File: src/rtl/cpu_pkg.sv
`default_nettype none
// ============================================================================
// Module   : cpu_pkg
// Purpose  : Shared types and constants for the accumulator CPU: the opcode
//            and sequencer-phase enumerations plus default datapath widths.
// Revision : 1.0  initial release
// ============================================================================
package cpu_pkg;

    localparam int CPU_ADDR_W = 5;
    localparam int CPU_DATA_W = 8;

    typedef enum logic [2:0] {
        OP_HLT = 3'd0,
        OP_SKZ = 3'd1,
        OP_ADD = 3'd2,
        OP_AND = 3'd3,
        OP_XOR = 3'd4,
        OP_LDA = 3'd5,
        OP_STO = 3'd6,
        OP_JMP = 3'd7
    } opcode_t;

    typedef enum logic [2:0] {
        PH_INST_ADDR  = 3'd0,
        PH_INST_FETCH = 3'd1,
        PH_INST_LOAD  = 3'd2,
        PH_IDLE       = 3'd3,
        PH_OP_ADDR    = 3'd4,
        PH_OP_FETCH   = 3'd5,
        PH_ALU_OP     = 3'd6,
        PH_STORE      = 3'd7
    } phase_t;

    // Instructions that read an operand from memory and load the accumulator.
    function automatic logic is_aluop(input opcode_t op);
        return (op == OP_ADD) || (op == OP_AND) || (op == OP_XOR) || (op == OP_LDA);
    endfunction

endpackage
`default_nettype wire

File: src/rtl/cpu_ctrl_decode.sv
`default_nettype none
// ============================================================================
// Module   : cpu_ctrl_decode
// Purpose  : Combinational strobe decode for the eight-phase sequencer.
// Ports    : phase, opcode, acc_zero, halted in; sel, mem_rd, mem_wr, ld_ir,
//            pc_inc, pc_load, acc_load, data_en, halt out.
// Revision : 1.0  initial release
// ============================================================================
module cpu_ctrl_decode
    import cpu_pkg::*;
(
    input  phase_t  phase,
    input  opcode_t opcode,
    input  logic    acc_zero,
    input  logic    halted,
    output logic    sel,
    output logic    mem_rd,
    output logic    mem_wr,
    output logic    ld_ir,
    output logic    pc_inc,
    output logic    pc_load,
    output logic    acc_load,
    output logic    data_en,
    output logic    halt
);

    logic w_aluop;
    assign w_aluop = is_aluop(opcode);

    always_comb begin
        sel      = 1'b0;
        mem_rd   = 1'b0;
        mem_wr   = 1'b0;
        ld_ir    = 1'b0;
        pc_inc   = 1'b0;
        pc_load  = 1'b0;
        acc_load = 1'b0;
        data_en  = 1'b0;
        halt     = 1'b0;
        case (phase)
            PH_INST_ADDR: begin
                sel = 1'b1;
            end
            PH_INST_FETCH: begin
                sel    = 1'b1;
                mem_rd = 1'b1;
            end
            PH_INST_LOAD, PH_IDLE: begin
                sel    = 1'b1;
                mem_rd = 1'b1;
                ld_ir  = 1'b1;
            end
            PH_OP_ADDR: begin
                // A halted CPU must not keep walking the PC.
                pc_inc = ~halted;
                halt   = halted;
            end
            PH_OP_FETCH: begin
                mem_rd = w_aluop;
            end
            PH_ALU_OP: begin
                mem_rd  = w_aluop;
                pc_inc  = (opcode == OP_SKZ) && acc_zero;
                pc_load = (opcode == OP_JMP);
                data_en = (opcode == OP_STO);
            end
            PH_STORE: begin
                mem_rd   = w_aluop;
                acc_load = w_aluop;
                pc_load  = (opcode == OP_JMP);
                mem_wr   = (opcode == OP_STO);
                data_en  = (opcode == OP_STO);
            end
            default: begin
                sel = 1'b1;
            end
        endcase
    end

endmodule
`default_nettype wire

File: src/rtl/cpu_ctrl_seq.sv
`default_nettype none
// ============================================================================
// Module   : cpu_ctrl_seq
// Purpose  : Eight-phase fetch/decode/execute sequencer. Holds the phase
//            counter, instruction register and halt flag; strobes are a
//            combinational decode of that registered state.
// Ports    : clk, rst (async, active-high), en, mem_rdata, acc_zero,
//            [resume]; phase, sel, mem_rd, mem_wr, ld_ir, pc_inc, pc_load,
//            pc_target, acc_load, data_en, halt, opcode.
// Config   : CPU_CTRL_RESUME_EN adds the resume port, letting a halted CPU
//            continue with phase 5; otherwise only rst leaves HALT.
// Revision : 1.0  initial release
// ============================================================================
module cpu_ctrl_seq
    import cpu_pkg::*;
#(
    parameter int ADDR_W = CPU_ADDR_W,
    parameter int DATA_W = CPU_DATA_W
) (
    input  logic              clk,
    input  logic              rst,
    input  logic              en,
    input  logic [DATA_W-1:0] mem_rdata,
    input  logic              acc_zero,
`ifdef CPU_CTRL_RESUME_EN
    input  logic              resume,
`endif
    output logic [2:0]        phase,
    output logic              sel,
    output logic              mem_rd,
    output logic              mem_wr,
    output logic              ld_ir,
    output logic              pc_inc,
    output logic              pc_load,
    output logic [ADDR_W-1:0] pc_target,
    output logic              acc_load,
    output logic              data_en,
    output logic              halt,
    output logic [2:0]        opcode
);

    phase_t            r_phase;
    logic [DATA_W-1:0] r_ir;
    logic              r_halted;
    opcode_t           w_opcode;
    phase_t            w_phase_next;

    assign w_opcode     = opcode_t'(r_ir[DATA_W-1:DATA_W-3]);
    assign w_phase_next = phase_t'(3'(r_phase + 3'd1));

    always_ff @(posedge clk or posedge rst) begin
        if (rst) begin
            r_phase  <= PH_INST_ADDR;
            r_ir     <= '0;
            r_halted <= 1'b0;
        end else if (en) begin
            if (r_halted) begin
`ifdef CPU_CTRL_RESUME_EN
                // Resuming skips the rest of OP_ADDR so the HLT behaves as a NOP.
                if (resume) begin
                    r_halted <= 1'b0;
                    r_phase  <= PH_OP_FETCH;
                end
`endif
            end else begin
                r_phase <= w_phase_next;
                if (r_phase == PH_INST_LOAD) begin
                    r_ir <= mem_rdata;
                end
                // IR is valid in IDLE, so the halt flag is raised as phase 4 is entered.
                if ((r_phase == PH_IDLE) && (w_opcode == OP_HLT)) begin
                    r_halted <= 1'b1;
                end
            end
        end
    end

    assign phase     = r_phase;
    assign opcode    = r_ir[DATA_W-1:DATA_W-3];
    assign pc_target = r_ir[ADDR_W-1:0];

    cpu_ctrl_decode u_decode (
        .phase    (r_phase),
        .opcode   (w_opcode),
        .acc_zero (acc_zero),
        .halted   (r_halted),
        .sel      (sel),
        .mem_rd   (mem_rd),
        .mem_wr   (mem_wr),
        .ld_ir    (ld_ir),
        .pc_inc   (pc_inc),
        .pc_load  (pc_load),
        .acc_load (acc_load),
        .data_en  (data_en),
        .halt     (halt)
    );

endmodule
`default_nettype wire

File: config.mk
export PLATFORM = sky130hd
export DESIGN_NAME = cpu_ctrl_seq
export DESIGN_NICKNAME = d
export VERILOG_FILES = /design/src/rtl/cpu_pkg.sv /design/src/rtl/cpu_ctrl_decode.sv /design/src/rtl/cpu_ctrl_seq.sv
export SDC_FILE = /design/constraint.sdc
export NUM_CORES = 1
export LEC_CHECK = 0
export CORE_UTILIZATION = 35
export CTS_BUF_LIST = sky130_fd_sc_hd__clkbuf_16
export CTS_CLUSTER_SIZE = 14
export DETAILED_ROUTE_END_ITERATION = 12
export PLACE_DENSITY = 0.73
export SYNTH_ARGS = -nofsm -noshare
export SYNTH_HDL_FRONTEND = slang
export SYNTH_SLANG_ARGS = --single-unit
File: constraint.sdc
create_clock -name clk -period 1.75 [get_ports clk]
set_clock_uncertainty 0.2 [all_clocks]
set_input_delay 0.175 -clock clk [delete_from_list [all_inputs] [get_ports clk]]
set_output_delay 0.175 -clock clk [all_outputs]
set_load 0.05 [all_outputs]
==> results of run 1 <==
## cells in the mapped netlist
cell type	instances
a21oi_1	3
and2_1	1
dfrtp_1	12
ha_1	6
inv_1	7
mux2_2	9
nand2_1	3
nand2b_4	1
nand4_1	1
nor2_1	1
nor2b_1	1
nor3_1	3
nor3b_1	2
nor3b_4	1
o21ai_0	3
o32a_2	1
o41ai_1	1
xnor2_1	1
xor2_1	1
## routing by layer
metal	up-vias	global-route usage
li1	308	-
met1	327	0.254
met2	28	0.403
met3	8	0.0833
met4	0	0.121
met5	-	0
## final cells by class
cell class              instances  area [sq um]  area share
flip-flops and latches         12           312       0.202
multi-input cells              39           543       0.352
clock buffers                   3          75.1      0.0486
well taps                      25          31.3      0.0203
inverters                       7          31.3      0.0203
clock inverters                 1          3.75     0.00243
repair buffers                 50           548       0.355
## flip-flops by register name, summed over array words and instances, names as in the netlist
signal,count
r_ir,8
phase,3
r_halted,1
## through the flow
step | area [sq um] | hold WS, ps | setup WS, ps | cells
4_1_cts | 1500 | 44.7 | -374 | 135
2_1_floorplan | 828 | -160 | -332 | 58
3_3_place_gp | 1320 | 297 | -90.6 | 129
6_report | 1540 | 78.0 | -408 | 137
5_1_grt | 1540 | 134 | -429 | 137
3_5_place_dp | 1320 | 299 | -105 | 129
## worst max-delay path by stage
stage,slack [ps],end,startpoint
after global placement,-90,pc_inc,phase[0]$_DFFE_PP0P_
after CTS,-370,pc_inc,phase[0]$_DFFE_PP0P_
after floorplan,-330,pc_inc,phase[0]$_DFFE_PP0P_
after global routing,-430,pc_inc,phase[0]$_DFFE_PP0P_
after detailed placement,-100,r_ir[0]$_DFFE_PP0P_,en
final,-410,pc_inc,phase[0]$_DFFE_PP0P_
## logic make-up after synthesis
kind of cell / count (synthesis) / share of synthesized area
flops: 12 / 0.450
xor+xnor: 2 / 0.0263
mux: 9 / 0.152
buf+inv: 7 / 0.0394
fa+ha+maj: 6 / 0.113
compound gates: 8 / 0.0750
simple gates: 14 / 0.144
## report_power, final
group	leakage (nW)	switching (mW)	internal, mW
Clock	0.0423	0.119	0.301
Sequential	0.151	0.00649	0.282
Combinational	0.529	0.0612	0.0691
Total	0.722	0.186	0.652
## timing repair
| action | in CTS | in global routing |
|---|---|---|
| pin swaps | 3 | 4 |
| buffers inserted | 2 | 2 |
| setup endpoints to repair | 14 | 17 |
| resized for setup | 17 | 8 |
==> metrics.md, run 1 <==
| Metric | Value |
|---|---|
| Syn_area_per_cell | `11.5 sq um` |
| Largest area contributor in the netlist | `dfrtp_1` |
| Met2 wire len | `1190 um` |
| Max Cap Viol | `0` |
| Avg Vias per Cell | `4.90` |
| Max_slew headroom | `0.684` |
| Max Slew Vio Count | `0` |
| Fmax achieved | `463 MHz` |
| Critical path, cell by cell | `inv_4 -> ha_4 -> nand4_1 -> o32a_2 -> nor3_4 -> buf_12` |
| Hold Crit Class | `in2async` |
| Setup violators final | `17` |
| Post-Route WL | `2230 um` |
| Synth Cell Area | `667 sq um` |
| Failing checks | `negative setup slack` |
| Tmin final | `2160 ps` |
| Placer Congestion | `0.734` |
| Setup slack, reg-to-reg | `-220 ps` |
| Share of cells above drive strength 1 | `0.714` |
| Top cell type's share of synthesized area | `0.450` |
| Worst path required time | `1370 ps` |
| Max rail drop VDD | `814 uV` |
| Final ANT Viol Nets | `0` |
| First-pass GRT wire length | `3260 um` |
| Die X | `45.7 um` |
| Vias in the first global route | `667` |
| Gr ovfl total | `0` |
| Synth Register Bits | `12` |
| Slowest CP cell | `dfrtp_4` |
| Initial antenna violation count | `0` |
| Status | `finished, violations left` |
| DRC | `0` |
| Placement Rows | `15` |
| Largest cells by area after synthesis | `dfrtp_1 (45%), mux2_2 (15%), ha_1 (11%)` |
| Initial Util | `0.378` |
| Die H | `45.7 um` |
| Setup TNS | `-4300 ps` |
| CP Class | `reg2out` |
| Ant diodes | `0` |
| Largest fanout on the critical path | `3` |
| 1st-iter DRT viols | `13` |
| Number of vias in the routed layout | `671` |
| GRT Resource Usage Total | `0.236` |
| Max stage delay on crit path | `500 ps` |
| CTS root buf | `clkbuf_16` |
| Sequential area share after synthesis | `0.450` |
| Die footprint | `0.00208 sq mm` |
| Cells after Synth | `58` |
| Kind of cell adding the most delay to the critical path | `flip-flops` |
| Routed length on met1 | `849 um` |
| Net Count, Synth | `76` |
| PnR worst setup slack | `-408 ps` |
| Num CTS Buffers | `3` |
| Fin crit share | `1.23` |
| Post-layout util | `0.875` |
| R2r startpoint | `phase[0]$_DFFE_PP0P_` |
| I/O pin cnt | `32` |
| Clk slew on worst S/H paths | `40 ps` |
| Htree depth | `1` |
| Pin count of the biggest net entering global routing | `13` |
| Highest routing layer actually used | `met4` |
| Worst r2r path cells | `7` |
| Worst-Margin Slew | `474 ps` |
| Commonest non-fill, non-tap cell in the layout | `buf_4` |
| Cts hold-fix bufs | `0` |
| HPWL Detailed | `1450 um` |
| Worst setup EP type | `primary output` |
| Worst r2r dst | `r_ir[7]$_DFFE_PP0P_` |
| DR WL met3 | `104 um` |
| Cell Pwr Density | `543 mW/mm^2` |
| Levels on crit path | `6` |
| Post-layout net count | `131` |
| Synth unique cells | `19` |
| Crit path launch type | `flop` |
| Number of port buffers | `31` |
| Core Region | `0.00176 sq mm` |
| RSZ-0062 raised after global routing | `yes` |
| Later-pin clock latency in the skew report | `240 ps` |
| Detailed Routing Iterations Pass 1 | `5` |
| WL/cell | `16.3 um` |
| Pwr Total | `0.838 mW` |
| CTS tree | `built` |
| Yosys Warn Count | `0` |
| Fillers | `89` |
| CP bufs+invs | `2` |
| Most frequent cells in the layout | `buf_4 (20), clkdlybuf4s50_1 (11), buf_6 (10)` |
| Crit path DAT | `1780 ps` |
| Clock sinks | `12` |
| Syn-to-layout area delta | `132%` |
| P_leak | `0.722 nW` |
| Fin. Hold Viols | `0` |
| Clock Tree Buf Depth | `2` |
Note: power is estimated with default switching activity, not from simulation.
==> run 2, diff against run 1 <==
- ABC_AREA: not set -> 1
- CORE_UTILIZATION: 35 -> 39
- CTS_BUF_LIST: sky130_fd_sc_hd__clkbuf_16 -> sky130_fd_sc_hd__clkbuf_4 sky130_fd_sc_hd__clkbuf_8
- PLACE_DENSITY: 0.73 -> 0.78
==> run 2 against run 1 <==
The flow still finishes with violations (negative setup slack). Sequential power about the same. Die area increased by 0.99%. Routed wire length decreased by 7.8%. Critical path type unchanged.
==> metrics.md, run 2 <==
| Metric | Value |
|---|---|
| Htree depth | `1 (unchanged)` |
| Clock sinks | `12 (unchanged)` |
| Synth Register Bits | `12 (unchanged)` |
| 1st-iter DRT viols | `18 (+5)` |
| Largest cells by area after synthesis | `dfrtp_1 (40%), ha_1 (10%), nand2_1 (10%)` |
| Synth Area in XOR/XNOR | `0.0117 (-0.0146)` |
| Adder-cell share of the synthesized area | `0.100 (-0.0126)` |
| Post-Route WL | `2060 um (-7.8%)` |
| Avg Vias per Cell | `4.63 (-5.5%)` |
| Pwr Total | `0.710 mW (-15%)` |
| Post-layout util | `0.837 (-0.0383)` |
| CTS tree | `built` |
| Number of vias in the routed layout | `745 (+11%)` |
| Setup violators final | `9 (-8)` |
| Net Count, Synth | `109 (+43%)` |
| Worst setup EP type | `primary output` |
| Gr ovfl total | `0 (unchanged)` |
| P_leak | `0.685 nW (-5.2%)` |
| Failing checks | `negative setup slack` |
| Crit path DAT | `1600 ps (-180 ps)` |
| First-pass GRT wire length | `3170 um (-2.7%)` |
| Max rail drop VDD | `508 uV (-38%)` |
| Later-pin clock latency in the skew report | `280 ps (+40 ps)` |
| Tmin final | `1970 ps (-185 ps)` |
| Placed cell area | `0.00129 sq mm (-2.1%)` |
| Fin crit share | `1.13 (-0.106)` |
| Syn_area_per_cell | `8.25 sq um (-28%)` |
| Synth async-reset ratio | `1.00 (unchanged)` |
| Synth unique cells | `16 (-3)` |
| Post-layout net count | `155 (+18%)` |
| Kind of cell adding the most delay to the critical path | `flip-flops` |
| Status | `finished, violations left` |
| Pin count of the biggest net entering global routing | `17 (+4)` |
| Main combinational cell family by area after synthesis | `simple AND/OR/NAND/NOR gates` |
| Post-synthesis compound-gate area fraction | `0.127 (+0.0516)` |
| Clock Tree Buf Depth | `2 (unchanged)` |
| Simple-Gate Fraction of Synth Area | `0.247 (+0.102)` |
| R2r startpoint | `phase[0]$_DFFE_PP0P_` |
| Ant diodes | `0 (unchanged)` |
| Worst path required time | `1370 ps (about the same)` |
| Sequential area share after synthesis | `0.400 (-0.0503)` |
| Detailed Routing Iterations Pass 1 | `4 (-1)` |
| Top-count cell post-synth | `nand2_1` |
| Slowest CP cell | `dfrtp_2` |
| Top cell type's share of synthesized area | `0.400 (-0.0503)` |
| Placer Congestion | `0.772 (+5.2%)` |
| GRT Resource Usage Total | `0.217 (-0.0186)` |
| Initial antenna violation count | `0 (unchanged)` |
| Die H | `45.9 um (+0.49%)` |
| Largest fanout on the critical path | `4 (+1)` |
| Yosys Warn Count | `0 (unchanged)` |
| Die footprint | `0.00210 sq mm (+0.99%)` |
| CP startpoint | `phase[1]$_DFFE_PP0P_` |
| PnR worst setup slack | `-223 ps (+185 ps)` |
| Max Cap Viol | `0 (unchanged)` |
| Top reg by flops | `r_ir` |
| Fillers | `115 (+29%)` |
| Max Slew Vio Count | `0 (unchanged)` |
| Syn-to-layout area delta | `96.7%` |
| CP bufs+invs | `2 (unchanged)` |
| Max reg flops | `8 (unchanged)` |
| RSZ-0062 raised after global routing | `yes` |
| WL/cell | `12.8 um (-22%)` |
| Share of cells above drive strength 1 | `0.588 (-0.126)` |
| Critical path, cell by cell | `ha_4 -> ha_4 -> inv_4 -> nand2_8 -> a21oi_4 -> nand2_4 -> buf_8` |
| Worst-Margin Slew | `454 ps (-20.3 ps)` |
| Synth Cell Area | `751 sq um (+13%)` |
| Crit path top cell by count | `ha_4` |
| Clk slew on worst S/H paths | `80 ps (+40 ps)` |
| Commonest non-fill, non-tap cell in the layout | `buf_4` |
| Fin. Hold Viols | `0 (unchanged)` |
| Setup TNS | `-1430 ps (+2870 ps)` |
| HPWL Detailed | `1380 um (-5.3%)` |
| Num CTS Buffers | `3 (unchanged)` |
| Max stage delay on crit path | `460 ps (-40 ps)` |
| Die X | `45.9 um (+0.49%)` |
| Vias in the first global route | `666 (-0.15%)` |
| Most frequent cells in the layout | `buf_4 (20), inv_1 (14), nand2_1 (14)` |
| CTS root buf | `clkbuf_4` |
| Hold Crit Class | `in2async` |
| Number of port buffers | `31 (unchanged)` |
| Setup slack, reg-to-reg | `230 ps (+450 ps)` |
| DRC | `0 (unchanged)` |
| I/O pin cnt | `32 (unchanged)` |
| Post-layout instance area | `0.00148 sq mm (-4.4%)` |
| Placement Rows | `15 (unchanged)` |
| Core Region | `0.00176 sq mm (unchanged)` |
| Fmax achieved | `507 MHz (+9.4%)` |
| Crit path launch type | `flop` |
| Most frequent cells after synthesis | `nand2_1 (20), inv_1 (18), dfrtp_1 (12)` |
| Cell Pwr Density | `481 mW/mm^2 (-11%)` |
| Largest area contributor in the netlist | `dfrtp_1` |
| Number of flops mapped to enable cells by yosys | `0 (unchanged)` |
| Cells after Synth | `91 (+57%)` |
| Initial Util | `0.426 (+0.0475)` |
| Synth Flop Type | `dfrtp_1` |
| CP Class | `reg2out` |
| Final ANT Viol Nets | `0 (unchanged)` |
| Mux cell area share after synthesis | `0 (-0.152)` |
| Max_slew headroom | `0.697 (+0.0136)` |
| Hold_ws | `2.33 ps (-75.6 ps)` |
run 2: cell type report:
class / instances / area, sq um / share of cell area
inverters: 20 / 80.1 / 0.0542
repair buffers: 42 / 453 / 0.307
well taps: 25 / 31.3 / 0.0212
clock buffers: 4 / 36.3 / 0.0246
multi-input cells: 58 / 568 / 0.385
flip-flops and latches: 12 / 308 / 0.208
run 2: final timing paths:
path                       depth (start not counted)              endpoint
setup / recovery                                   7                mem_rd
hold / removal                                     2   r_ir[7]$_DFFE_PP0P_
setup reg to reg                                   6   r_ir[6]$_DFFE_PP0P_
hold reg to reg                                    2   r_ir[4]$_DFFE_PP0P_
max in group asynchronous                          2  phase[2]$_DFFE_PP0P_
min in group clk                                   3   r_ir[7]$_DFFE_PP0P_
run 2: where the power goes:
group,leakage (nW),switching (mW),internal [mW]
registers,0.148,0.00798,0.281
logic,0.516,0.106,0.0924
clock network,0.0210,0.0961,0.127
total,0.685,0.210,0.500
run 2: through the flow:
stage	worst slack, ps	cells
2_1_floorplan	-70.2	91
4_1_cts	-231	161
3_3_place_gp	29.6	149
3_5_place_dp	10.7	149
5_1_grt	-281	161
6_report	-223	161
run 2: cells by family after synthesis:
group                      count (synthesis)
AOI/OAI and AO/OA                         13
xor gates and xnor gates                   1
adders and majority gates                  6
buffers and inverters                     21
DFF                                       12
and+or+nand+nor                           38
run 2: routing by layer:
layer / vias to the layer above / GRT usage / share of wire
met5: - / 0 / 0
met4: 0 / 0.0941 / 0.016
met3: 4 / 0.0397 / 0.031
met2: 20 / 0.369 / 0.54
met1: 354 / 0.265 / 0.41
li1: 367 / - / -
run 2: worst reg2reg max path, stage by stage, from the launching register on:
cell and delay, ps:
dfrtp_2 440, inv_2 90, ha_4 150, buf_4 120
nand3_4 200, nand2_1 160, o21ai_2 60
run 2: timing repair:
item / CTS / global route
resized for setup: 16 / 2
buffers inserted: 8 / 0
endpoints found under the setup margin: 9 / 9
pin swaps: 9 / 5
hold buffers: 0 / 0
==> run 3, diff against run 2 <==
- HOLD_SLACK_MARGIN: not set -> 0.1
==> run 3 against run 2 <==
The flow still finishes with violations (negative setup slack). Combinational power is essentially flat. First-iteration DRC count is 5.6% lower. Sequential share of layout area down 0.14 points. Die area is the same. Total power up 0.40%. Clock power is essentially flat. Cell count up 0.62%. Non-clock buffer count is 1 higher. Critical path type unchanged.
==> metrics.md, run 3 (synthesized netlist as in run 2, its figures left out) <==
| Metric | Value |
|---|---|
| Status | `finished, violations left` |
| Failing checks | `negative setup slack` |
| GRT busiest layer | `met2` |
| CP Capture Point | `mem_rd` |
| CTS root buf | `clkbuf_4` |
| Commonest non-fill, non-tap cell in the layout | `buf_4` |
| Fillers | `111 (-3.5%)` |
| Clk slew on worst S/H paths | `80 ps (about the same)` |
| Hold Crit Class | `in2reg` |
| Placer Congestion | `0.772 (unchanged)` |
| Clock Tree Buf Depth | `2 (unchanged)` |
| CTS tree | `built` |
| Clock sinks | `12 (unchanged)` |
| Clock power share | `0.313 (about the same)` |
| Die X | `45.9 um (unchanged)` |
| Number of port buffers | `31 (unchanged)` |
| GRT Resource Usage Total | `0.218 (+0.000820)` |
| Die H | `45.9 um (unchanged)` |
| Internal Dissipation | `0.502 mW (+0.28%)` |
| Final ANT Viol Nets | `0 (unchanged)` |
| Number of vias in the routed layout | `744 (-0.13%)` |
| Worst path required time | `1370 ps (about the same)` |
| Worst setup EP type | `primary output` |
| Seq. cell area | `308 sq um (unchanged)` |
| Max_slew headroom | `0.696 (-0.00107)` |
| HPWL Detailed | `1380 um (unchanged)` |
| Fin crit share | `1.13 (about the same)` |
| Post-Route WL | `2100 um (+1.9%)` |
| Later-pin clock latency in the skew report | `280 ps (about the same)` |
| Max reg flops | `8 (unchanged)` |
| CP Class | `reg2out` |
| Largest fanout on the critical path | `4 (unchanged)` |
| Post-layout util | `0.843 (+0.00567)` |
| CP startpoint | `phase[1]$_DFFE_PP0P_` |
| Vias in the first global route | `665 (-0.15%)` |
| Switching share of power | `0.296 (+0.000791)` |
| Worst r2r dst | `r_ir[6]$_DFFE_PP0P_` |
| Core Region | `0.00176 sq mm (unchanged)` |
| WL/cell | `12.9 um (+1.3%)` |
| Pin count of the biggest net entering global routing | `17 (unchanged)` |
| Initial Util | `0.426 (unchanged)` |
| Max Slew Vio Count | `0 (unchanged)` |
| GR met2 Demand/Resource | `0.366 (-0.00282)` |
| DRC | `0 (unchanged)` |
| Worst-Margin Slew | `455 ps (+1.61 ps)` |
| Place WS | `10.7 ps (unchanged)` |
| Share of cells above drive strength 1 | `0.584 (-0.00429)` |
| GRT met3 Usage | `0.0357 (-0.00397)` |
| Num CTS Buffers | `3 (unchanged)` |
| Worst r2r path cells | `6 (unchanged)` |
| Setup slack, reg-to-reg | `210 ps (-20 ps)` |
| Crit path DAT | `1600 ps (about the same)` |
| Placement Rows | `15 (unchanged)` |
| Avg Vias per Cell | `4.59 (-0.75%)` |
| First-pass GRT wire length | `3180 um (+0.41%)` |
| Ant diodes | `0 (unchanged)` |
| PnR worst setup slack | `-222 ps (+0.310 ps)` |
| I/O pin cnt | `32 (unchanged)` |
| Post-layout net count | `156 (+0.65%)` |
| Cell Pwr Density | `480 mW/mm^2 (-0.28%)` |
| RSZ-0062 raised after global routing | `yes` |
| Setup violators final | `9 (unchanged)` |
| Tmin final | `1970 ps (-0.310 ps)` |
| Most frequent cells in the layout | `buf_4 (20), inv_1 (14), nand2_1 (14)` |
| Top reg by flops | `r_ir` |
| Fin. Hold Viols | `0 (unchanged)` |
| Met1 Use GR | `0.272 (+0.00735)` |
| Area occupied by multi-input gates | `568 sq um (unchanged)` |
| Die footprint | `0.00210 sq mm (unchanged)` |
| Crit path launch type | `flop` |
| Syn-to-layout area delta | `98.0%` |
| 1st-iter DRT viols | `17 (-1)` |
| Sequential share of power | `0.406 (about the same)` |
| Detailed Routing Iterations Pass 1 | `4 (unchanged)` |
| Max rail drop VDD | `512 uV (+0.86%)` |
| Htree depth | `1 (unchanged)` |
| Gr ovfl total | `0 (unchanged)` |
| Setup TNS | `-1430 ps (+1.22 ps)` |
| Max Cap Viol | `0 (unchanged)` |
| Initial antenna violation count | `0 (unchanged)` |
| Power share of the combinational group | `0.281 (+0.002)` |
| R2r startpoint | `phase[0]$_DFFE_PP0P_` |
| Fmax achieved | `507 MHz (about the same)` |
| P_leak | `0.689 nW (+0.61%)` |
| Switch Pwr | `0.211 mW (+0.66%)` |
## run 3: cell types whose count changed in the layout (fill, tap and decap cells not counted), sizes merged
cell / change
dlygate4sd3: +1
## run 3: worst min path at each step
stage                              startpoint                    to  slack (ps)  depth (start not counted)
after detailed placement  r_ir[1]$_DFFE_PP0P_   r_ir[1]$_DFFE_PP0P_         270                          2
after global placement    r_ir[4]$_DFFE_PP0P_   r_ir[4]$_DFFE_PP0P_         270                          2
after CTS                        mem_rdata[5]   r_ir[5]$_DFFE_PP0P_         240                          3
after floorplan                           rst  r_halted$_DFFE_PP0P_        -160                          1
after global routing             mem_rdata[7]   r_ir[7]$_DFFE_PP0P_         240                          3
final                            mem_rdata[7]   r_ir[7]$_DFFE_PP0P_         240                          3
## run 3: per-layer routing
layer,vias to the layer above,share of wire
li1,369,-
met1,351,0.42
met2,20,0.54
met3,4,0.029
met4,0,0.013
met5,-,0
## run 3: final cells by class
| class | count | share of cell area |
|---|---|---|
| Clock buffer | 4 | 0.0244 |
| Inverter | 20 | 0.0539 |
| Multi-Input combinational cell | 58 | 0.382 |
| Sequential cell | 12 | 0.207 |
| Tap cell | 25 | 0.0210 |
| Timing Repair Buffer | 43 | 0.311 |
## run 3: power by group through the flow
stage                     registers (mW)  logic [mW]  clock network (mW)
after CTS                          0.289       0.193               0.230
after floorplan                    0.306      0.0843                   0
final                              0.289       0.200               0.223
after global placement             0.294       0.156                   0
after global routing               0.290       0.211               0.243
after detailed placement           0.294       0.159                   0
## run 3: what timing repair did
| item | CTS | global route |
|---|---|---|
| gates resized for setup | 16 | 2 |
| gates cloned | 0 | 0 |
| pin swaps | 9 | 5 |
| endpoints found under the hold margin | 12 | 0 |
| setup endpoints to repair | 9 | 9 |
| hold buffers | 1 | 0 |
| buffers inserted | 8 | 0 |
## run 3: stage by stage
stage	hold slack (ps)	instances	power, mW	cell area (sq um)
detailed placement	270	149	0.453	1290
global placement	267	149	0.451	1290
floorplan	-161	91	0.390	902
global route	238	162	0.744	1490
CTS	235	162	0.711	1470
finish	238	162	0.713	1490
## run 3: worst max-delay path: stages (launching register included)
cell,delay (ps)
dfrtp_2,460
ha_4,200
ha_4,160
inv_4,60
nand2_8,50
a21oi_4,180
nand2_4,70
buf_8,150
